## config.mk

```make
export PLATFORM = sky130hd
export DESIGN_NAME = itm_swo_tx
export DESIGN_NICKNAME = d
export VERILOG_FILES = /design/src/rtl/itm_swo_tx_pkg.sv /design/src/rtl/swo_uart_byte_tx.sv /design/src/rtl/itm_swo_tx.sv
export SDC_FILE = /design/constraint.sdc
export NUM_CORES = 1
export LEC_CHECK = 0
export ABC_AREA = 1
export CAP_MARGIN = 10
export CORE_MARGIN = 2
export CORE_UTILIZATION = 56
export DETAILED_ROUTE_END_ITERATION = 16
export PLACE_DENSITY_LB_ADDON = 0.2
export SLEW_MARGIN = 20
export SYNTH_ARGS = -nofsm -noshare
export SYNTH_HDL_FRONTEND = slang
export SYNTH_SLANG_ARGS = --single-unit
```

## constraint.sdc

```tcl
create_clock -name fe_clk -period 2.7 [get_ports fe_clk]
set_input_delay 0.81 -clock fe_clk [delete_from_list [all_inputs] [get_ports fe_clk]]
set_output_delay 0.81 -clock fe_clk [all_outputs]
set_load 0.05 [all_outputs]
```

## src/rtl/itm_swo_tx_pkg.sv

```systemverilog
// Shared ITM framing constants, payload size codes, FSM states and FIFO entry layout
// for the SWO trace transmitter.
package itm_swo_tx_pkg;

  localparam int         SYNC_ZERO_BYTES = 5;
  localparam logic [7:0] SYNC_TAIL       = 8'h80;
  localparam logic [7:0] OVF_BYTE        = 8'h70;
  localparam int         UART_LAST_BIT   = 9;

  typedef enum logic [1:0] {
    SZ_NONE = 2'b00,
    SZ_1B   = 2'b01,
    SZ_2B   = 2'b10,
    SZ_4B   = 2'b11
  } itm_size_e;

  // state | meaning
  // IDLE  | choose next packet: sync, then overflow, then FIFO
  // SYNC  | five 0x00 bytes then 0x80
  // OVF   | single overflow byte
  // HDR   | header of the popped entry
  // PAY   | payload bytes, LSB first
  typedef enum logic [2:0] {
    IDLE,
    SYNC,
    OVF,
    HDR,
    PAY
  } itm_state_e;

  typedef struct packed {
    logic [4:0]  port;
    logic [1:0]  size;
    logic [31:0] data;
  } itm_entry_t;

  function automatic logic [2:0] payload_len(input logic [1:0] size);
    case (size)
      SZ_1B:   payload_len = 3'd1;
      SZ_2B:   payload_len = 3'd2;
      SZ_4B:   payload_len = 3'd4;
      default: payload_len = 3'd0;
    endcase
  endfunction

endpackage

```

## src/rtl/swo_uart_byte_tx.sv

```systemverilog
// NRZ byte serialiser: start bit, 8 data bits LSB first, stop bit, each bit held
// prescaler+1 cycles. ready covers the final stop cycle so bytes chain without a gap.
module swo_uart_byte_tx
  import itm_swo_tx_pkg::*;
#(
  parameter int pDIV_WIDTH = 16
) (
  input  logic                  fe_clk,
  input  logic                  reset_n,
  input  logic [pDIV_WIDTH-1:0] prescaler,
  input  logic [7:0]            tx_byte,
  input  logic                  load,
  output logic                  ready,
  output logic                  end_of_byte,
  output logic                  busy,
  output logic                  line
);

  logic [8:0]            shreg;
  logic [3:0]            bit_idx;
  logic [pDIV_WIDTH-1:0] pcnt;
  logic [pDIV_WIDTH-1:0] period;
  logic                  last_cycle;

  assign last_cycle  = busy && (bit_idx == 4'(UART_LAST_BIT)) && (pcnt == '0);
  assign ready       = !busy || last_cycle;
  assign end_of_byte = last_cycle;

  always_ff @(posedge fe_clk or negedge reset_n) begin
    if (!reset_n) begin
      busy    <= 1'b0;
      shreg   <= '1;
      bit_idx <= '0;
      pcnt    <= '0;
      period  <= '0;
      line    <= 1'b1;
    end else if (load && ready) begin
      // prescaler is captured here so a mid-byte change cannot distort the frame
      busy    <= 1'b1;
      shreg   <= {1'b1, tx_byte};
      bit_idx <= '0;
      pcnt    <= prescaler;
      period  <= prescaler;
      line    <= 1'b0;
    end else if (busy) begin
      if (pcnt != '0) begin
        pcnt <= pcnt - 1'b1;
      end else if (last_cycle) begin
        busy <= 1'b0;
        line <= 1'b1;
      end else begin
        line    <= shreg[0];
        shreg   <= {1'b1, shreg[8:1]};
        bit_idx <= bit_idx + 4'd1;
        pcnt    <= period;
      end
    end
  end

endmodule

```

## src/rtl/itm_swo_tx.sv

```systemverilog
// ITM software-source packet formatter with write FIFO, periodic/enable-triggered sync
// and overflow packets, driving a single SWO NRZ line.
module itm_swo_tx
  import itm_swo_tx_pkg::*;
#(
  parameter int pFIFO_DEPTH = 16,
  parameter int pDIV_WIDTH  = 16,
  parameter int pSYNC_WIDTH = 16
) (
  input  logic                   fe_clk,
  input  logic                   reset_n,
  input  logic                   I_enable,
  input  logic [pDIV_WIDTH-1:0]  I_prescaler,
  input  logic [pSYNC_WIDTH-1:0] I_sync_period,
  input  logic                   I_wr,
  input  logic [4:0]             I_port,
  input  logic [1:0]             I_size,
  input  logic [31:0]            I_data,
  input  logic                   I_clear_ovf,
  output logic                   O_full,
  output logic                   O_ovf_sticky,
  output logic                   O_busy,
  output logic                   O_pkt_done,
  output logic                   O_swo
);

  localparam int         AW            = $clog2(pFIFO_DEPTH);
  localparam logic [AW:0] FIFO_FULL_CNT = (AW + 1)'(pFIFO_DEPTH);

  itm_entry_t             mem [pFIFO_DEPTH];
  logic [AW-1:0]          wptr, rptr;
  logic [AW:0]            fifo_cnt;
  logic                   empty, push_req, push_ok, drop, pop;

  itm_state_e             state, state_n;
  logic [2:0]             idx, idx_n;
  itm_entry_t             cur;
  logic [7:0]             tx_byte, pay_byte;
  logic                   load, tx_ready, tx_end, tx_busy;

  logic                   sync_due, ovf_pending, en_q, en_rise, period_hit, sync_req;
  logic [pSYNC_WIDTH-1:0] byte_cnt;
  logic                   sync_clr, ovf_clr, cnt_inc, last_pay, pend_done;

  assign O_full   = (fifo_cnt == FIFO_FULL_CNT);
  assign empty    = (fifo_cnt == '0);
  assign push_req = I_wr && (I_size != SZ_NONE);
  assign push_ok  = push_req && !O_full;
  assign drop     = push_req && O_full;

  always_ff @(posedge fe_clk) begin
    if (push_ok) mem[wptr] <= {I_port, I_size, I_data};
  end

  always_ff @(posedge fe_clk or negedge reset_n) begin
    if (!reset_n) begin
      wptr     <= '0;
      rptr     <= '0;
      fifo_cnt <= '0;
      cur      <= '0;
    end else begin
      if (push_ok) wptr <= wptr + 1'b1;
      if (pop) begin
        rptr <= rptr + 1'b1;
        cur  <= mem[rptr];
      end
      case ({push_ok, pop})
        2'b10:   fifo_cnt <= fifo_cnt + 1'b1;
        2'b01:   fifo_cnt <= fifo_cnt - 1'b1;
        default: fifo_cnt <= fifo_cnt;
      endcase
    end
  end

  assign en_rise    = I_enable && !en_q;
  assign period_hit = (I_sync_period != '0) && (byte_cnt >= I_sync_period);
  // combinational so a threshold crossed by the last byte of a packet wins at once
  assign sync_req   = sync_due || en_rise || period_hit;

  always_comb begin
    case (idx[1:0])
      2'd0:    pay_byte = cur.data[7:0];
      2'd1:    pay_byte = cur.data[15:8];
      2'd2:    pay_byte = cur.data[23:16];
      default: pay_byte = cur.data[31:24];
    endcase
  end

  // The FSM leaves each packet as soon as its last byte is loaded, so IDLE decides
  // the next packet while that byte is still on the wire.
  always_comb begin
    state_n  = state;
    idx_n    = idx;
    load     = 1'b0;
    tx_byte  = 8'h00;
    pop      = 1'b0;
    sync_clr = 1'b0;
    ovf_clr  = 1'b0;
    cnt_inc  = 1'b0;
    last_pay = 1'b0;
    case (state)
      IDLE: begin
        if (I_enable) begin
          if (sync_req) begin
            state_n = SYNC;
            idx_n   = 3'd0;
          end else if (ovf_pending) begin
            state_n = OVF;
          end else if (!empty) begin
            state_n = HDR;
            pop     = 1'b1;
          end
        end
      end
      SYNC: begin
        if (tx_ready) begin
          load = 1'b1;
          if (idx == 3'(SYNC_ZERO_BYTES)) begin
            tx_byte  = SYNC_TAIL;
            sync_clr = 1'b1;
            state_n  = IDLE;
          end else begin
            idx_n = idx + 3'd1;
          end
        end
      end
      OVF: begin
        if (tx_ready) begin
          load    = 1'b1;
          tx_byte = OVF_BYTE;
          ovf_clr = 1'b1;
          cnt_inc = 1'b1;
          state_n = IDLE;
        end
      end
      HDR: begin
        if (tx_ready) begin
          load    = 1'b1;
          tx_byte = {cur.port, 1'b0, cur.size};
          cnt_inc = 1'b1;
          idx_n   = 3'd0;
          state_n = PAY;
        end
      end
      PAY: begin
        if (tx_ready) begin
          load    = 1'b1;
          tx_byte = pay_byte;
          cnt_inc = 1'b1;
          if (idx == payload_len(cur.size) - 3'd1) begin
            last_pay = 1'b1;
            state_n  = IDLE;
          end else begin
            idx_n = idx + 3'd1;
          end
        end
      end
      default: state_n = IDLE;
    endcase
  end

  always_ff @(posedge fe_clk or negedge reset_n) begin
    if (!reset_n) begin
      state        <= IDLE;
      idx          <= '0;
      en_q         <= 1'b0;
      sync_due     <= 1'b1;
      ovf_pending  <= 1'b0;
      O_ovf_sticky <= 1'b0;
      byte_cnt     <= '0;
      pend_done    <= 1'b0;
      O_pkt_done   <= 1'b0;
      O_busy       <= 1'b0;
    end else begin
      state        <= state_n;
      idx          <= idx_n;
      en_q         <= I_enable;
      sync_due     <= en_rise || (!sync_clr && (sync_due || period_hit));
      ovf_pending  <= drop || (ovf_pending && !ovf_clr);
      O_ovf_sticky <= drop || (O_ovf_sticky && !I_clear_ovf);
      if (sync_clr) begin
        byte_cnt <= '0;
      end else if (cnt_inc && (byte_cnt != '1)) begin
        byte_cnt <= byte_cnt + 1'b1;
      end
      // last payload byte is tracked until its stop bit actually ends
      pend_done  <= last_pay || (pend_done && !tx_end);
      O_pkt_done <= pend_done && tx_end;
      O_busy     <= tx_busy || (state != IDLE) || !empty || ovf_pending
                    || (I_enable && sync_req);
    end
  end

  swo_uart_byte_tx #(
    .pDIV_WIDTH(pDIV_WIDTH)
  ) u_uart (
    .fe_clk     (fe_clk),
    .reset_n    (reset_n),
    .prescaler  (I_prescaler),
    .tx_byte    (tx_byte),
    .load       (load),
    .ready      (tx_ready),
    .end_of_byte(tx_end),
    .busy       (tx_busy),
    .line       (O_swo)
  );

endmodule

```

==> reports/results.ini, run 1 <==
[setup_path]
cp_slowest_cell = fa_2
crit_required_ns = 3.18
reg2reg_to = fifo_cnt[4]$_DFFE_PN0P_
worst-r2r-setup-slack_ns = -0.09
critical_path_arrival_ns = 3.28
path_cells = clkdlybuf4s15_2, inv_8, ha_4, nand2_2, nor2_2, nor2_1, nand2_1, nand2_1, nand2_1, nand2_1, nand2_2, a21boi_2, nand3_2, inv_2, ha_4, inv_4, fa_2, nor2_2, a211oi_2, nor2_1, nor2_2, xor2_1
ff2ff_path_depth = 20
critPathMaxFanout = 4
rr_startpoint = byte_cnt[1]$_DFFE_PN0P_
max_stage_delay_ns = 0.35
cp-start-kind = input pin
critPathKind = in -> reg
cp-end-kind = flop
crit_top_cell = nand2_1

[yosys]
synth_edf_count = 624
ys.flop_type = edfxtp_1
yosysWarnings = 0
syn_area_per_cell_um2 = 12.1
synth_top_area_cell = edfxtp_1
yosysMostFrequentCell = edfxtp_1
synthTopCellsByCount = 624 x edfxtp_1, 401 x nor2_1, 375 x o21ai_0, 336 x nand2_1, 117 x dfrtp_1
async_flop_share = 0.169
synthDistinctLibCells = 58
ys_seq_area_frac = 0.701
synthCells = 2591
syn-num-nets = 2703
synth_area_um2 = 31300
ys_ff_latch = 751
yosysTopAreaCellShare = 0.599
ys_top_cells_by_area = edfxtp_1 60%, dfrtp_1 9.4%, o21ai_0 6.0%

[drt]
met1_length_mm = 31.6
dr.first_iter.drc_count = 2126
wl_met3_mm = 6.31
vias = 21200
via_per_inst = 6.00
ant_nets = 0
routed.top_layer = met4
drt_pre_antenna_iters = 5
wirelength_mm = 77.1
drc = 0
wl_met2_mm = 36.8
wl_per_cell_um = 21.8

[run]
drv_cap = 0

[sta]
finClkSkew_ns = 0.0287
fin_tns_setup_ns = -0.0987
fmax_mhz = 357
setup_viol = 1
final.min_clock_period_ns = 2.80
max-slew-margin-rel = 0.544
rsz0062_at_grt = true
timing.final.ws_setup_ns = -0.0987
finalMaxSlewViolations = 0
holdWs_ns = 0.203
timing.final.crit_share = 1.04
tightest_slew_ns = 0.684
finalHoldViolations = 0

[die]
die_w_um = 240
die_h_um = 240
fp.dieArea_um2 = 57700
initial_core_util = 0.566
rows = 86
fp.coreArea_um2 = 55200
ioPinCount = 81

[placement]
dp_hpwl_mm = 43.9
place_ws_ns = -1.14
place_inst = 3384
io_buffer_count = 80
gp_congestion = 0.852
post_dp_cell_area_um2 = 34200

[run_status]
outcome = finished, violations left
violations = negative setup slack

[cells_and_area]
drive_above_1_share = 0.137
stdcell_area_um2 = 36700
area_growth_syn_to_layout_pct = 17.4
fin_nets = 2837
fin_cells = 3535
final_core_util = 0.665

[clock_network]
clkTransAtPathRegs_ns = 0.06
insertion_delay_ns = 0.63
cts_max_level = 3
cts_root_buffer = clkbuf_16
clock_sinks = 751
cts-buffers-inserted = 77
clk_path_buf_depth = 3
cts_tree = done

[grt]
overflow = 0
antenna_found_initial = 1
grt_pass1_wl_mm = 120
grt_use_total = 0.273
grt_max_degree = 109
grt_pass1_vias = 20900

[power_and_ir_drop]
p_leak_nw = 13.1
ir_drop_mv = 0.608
p_per_area_nw_per_um2 = 849
total_power_mw = 31.2

[min_path]
hp-class = in -> async

## final cells by class
class                           count  area (um^2)
Sequential cell                   751        21900
Multi-Input combinational cell   1577         8640
Clock inverter                     42          307
Antenna cell                        1         2.50
Fill cell                        3935        18500
Clock buffer                       98         2030
Inverter                          109          444
Timing Repair Buffer              209         2420
Tap cell                          748          936
## how the worst max path moves through the flow
stage / startpoint / end / slack, ns / cells past startpoint
final: I_sync_period[2] / fifo_cnt[4]$_DFFE_PN0P_ / -0.1 / 22
after global routing: byte_cnt[1]$_DFFE_PN0P_ / fifo_cnt[4]$_DFFE_PN0P_ / -0.29 / 20
after CTS: byte_cnt[3]$_DFFE_PN0P_ / fifo_cnt[4]$_DFFE_PN0P_ / -0.10 / 21
after detailed placement: I_sync_period[2] / fifo_cnt[4]$_DFFE_PN0P_ / -1.14 / 23
after global placement: I_sync_period[2] / fifo_cnt[4]$_DFFE_PN0P_ / -1.08 / 23
after floorplan: I_sync_period[2] / fifo_cnt[4]$_DFFE_PN0P_ / -0.55 / 23
## kinds of logic after synthesis
logic type / synth area share
AND/OR/NAND/NOR: 0.105
flip-flops: 0.701
AO/OA/AOI/OAI: 0.135
buffers and inverters: 0.0356
adder cells (fa/ha/maj): 0.0146
XOR/XNOR: 0.00672
multiplexers: 0.00108
## critical path: cells and delay by family
kind	cells	cell delay (ns)
and+or+nand+nor	12	0.93
adders and majority gates	3	0.75
buffers and inverters	4	0.41
AOI/OAI and AO/OA	2	0.23
xor gates and xnor gates	1	0.15
## power breakdown
group | switching, mW | leakage, nW | total (mW) | internal (mW)
registers | 0.613 | 7.24 | 14.5 | 13.9
clock network | 4.34 | 1.14 | 9.96 | 5.62
logic | 4.43 | 4.72 | 6.69 | 2.27
## flip-flops by register name, indices dropped and copies added, names as in the netlist
register	count
u_uart.busy	1
u_uart.period	16
cur	39
ovf_pending	1
mem	624
u_uart.pcnt	16
pend_done	1
O_ovf_sticky	1
O_pkt_done	1
u_uart.bit_idx	4
rptr	4
wptr	4
O_busy	1
sync_due	1
u_uart.line	1
idx	3
en_q	1
u_uart.shreg	8
fifo_cnt	5
byte_cnt	16
state	3
## routing by layer
metal | vias to the layer above | track usage
li1 | 9691 | -
met1 | 10500 | 0.369
met2 | 895 | 0.445
met3 | 161 | 0.0557
met4 | 0 | 0.0966
met5 | - | 0
## repair_timing
item,in CTS,in global routing
setup buffers,10,2
pin swaps,30,11
endpoints found under the setup margin,6,47
hold buffers,0,0
resized for setup,46,11
gates cloned,0,0
## cell usage in the layout, fill, tap and decap left out, types with 8 or more instances in the layout
cell	count
xor2_1	17
o211ai_1	77
dlygate4sd2_1	13
nor2_2	12
ha_1	17
nand3_1	31
clkbuf_1	20
inv_1	80
dfstp_2	10
clkinv_1	16
buf_4	76
nor2_4	17
clkinv_2	18
inv_2	19
o22ai_1	79
nor2_1	381
nand2_2	8
nand2_1	331
o221ai_1	78
clkdlybuf4s50_1	61
o21ai_0	371
a31oi_1	10
clkbuf_16	78
a21oi_1	30
buf_12	54
o21ai_1	14
nand4_1	14
ha_4	17
dfrtp_1	112
edfxtp_1	624
No activity file was read; power rests on OpenSTA's default activity.
==> run 2: changes to the inputs <==
--- a/config.mk
+++ b/config.mk
@@ -6,10 +6,11 @@
 export NUM_CORES = 1
 export LEC_CHECK = 0
 export ABC_AREA = 1
-export CAP_MARGIN = 10
+export CAP_MARGIN = 0
 export CORE_MARGIN = 2
 export CORE_UTILIZATION = 56
 export DETAILED_ROUTE_END_ITERATION = 16
+export GPL_ROUTABILITY_DRIVEN = 0
 export PLACE_DENSITY_LB_ADDON = 0.2
 export SLEW_MARGIN = 20
 export SYNTH_ARGS = -nofsm -noshare
==> results of run 2 <==
Same layout as run 1: the final DEF is identical, and so are final timing and power.
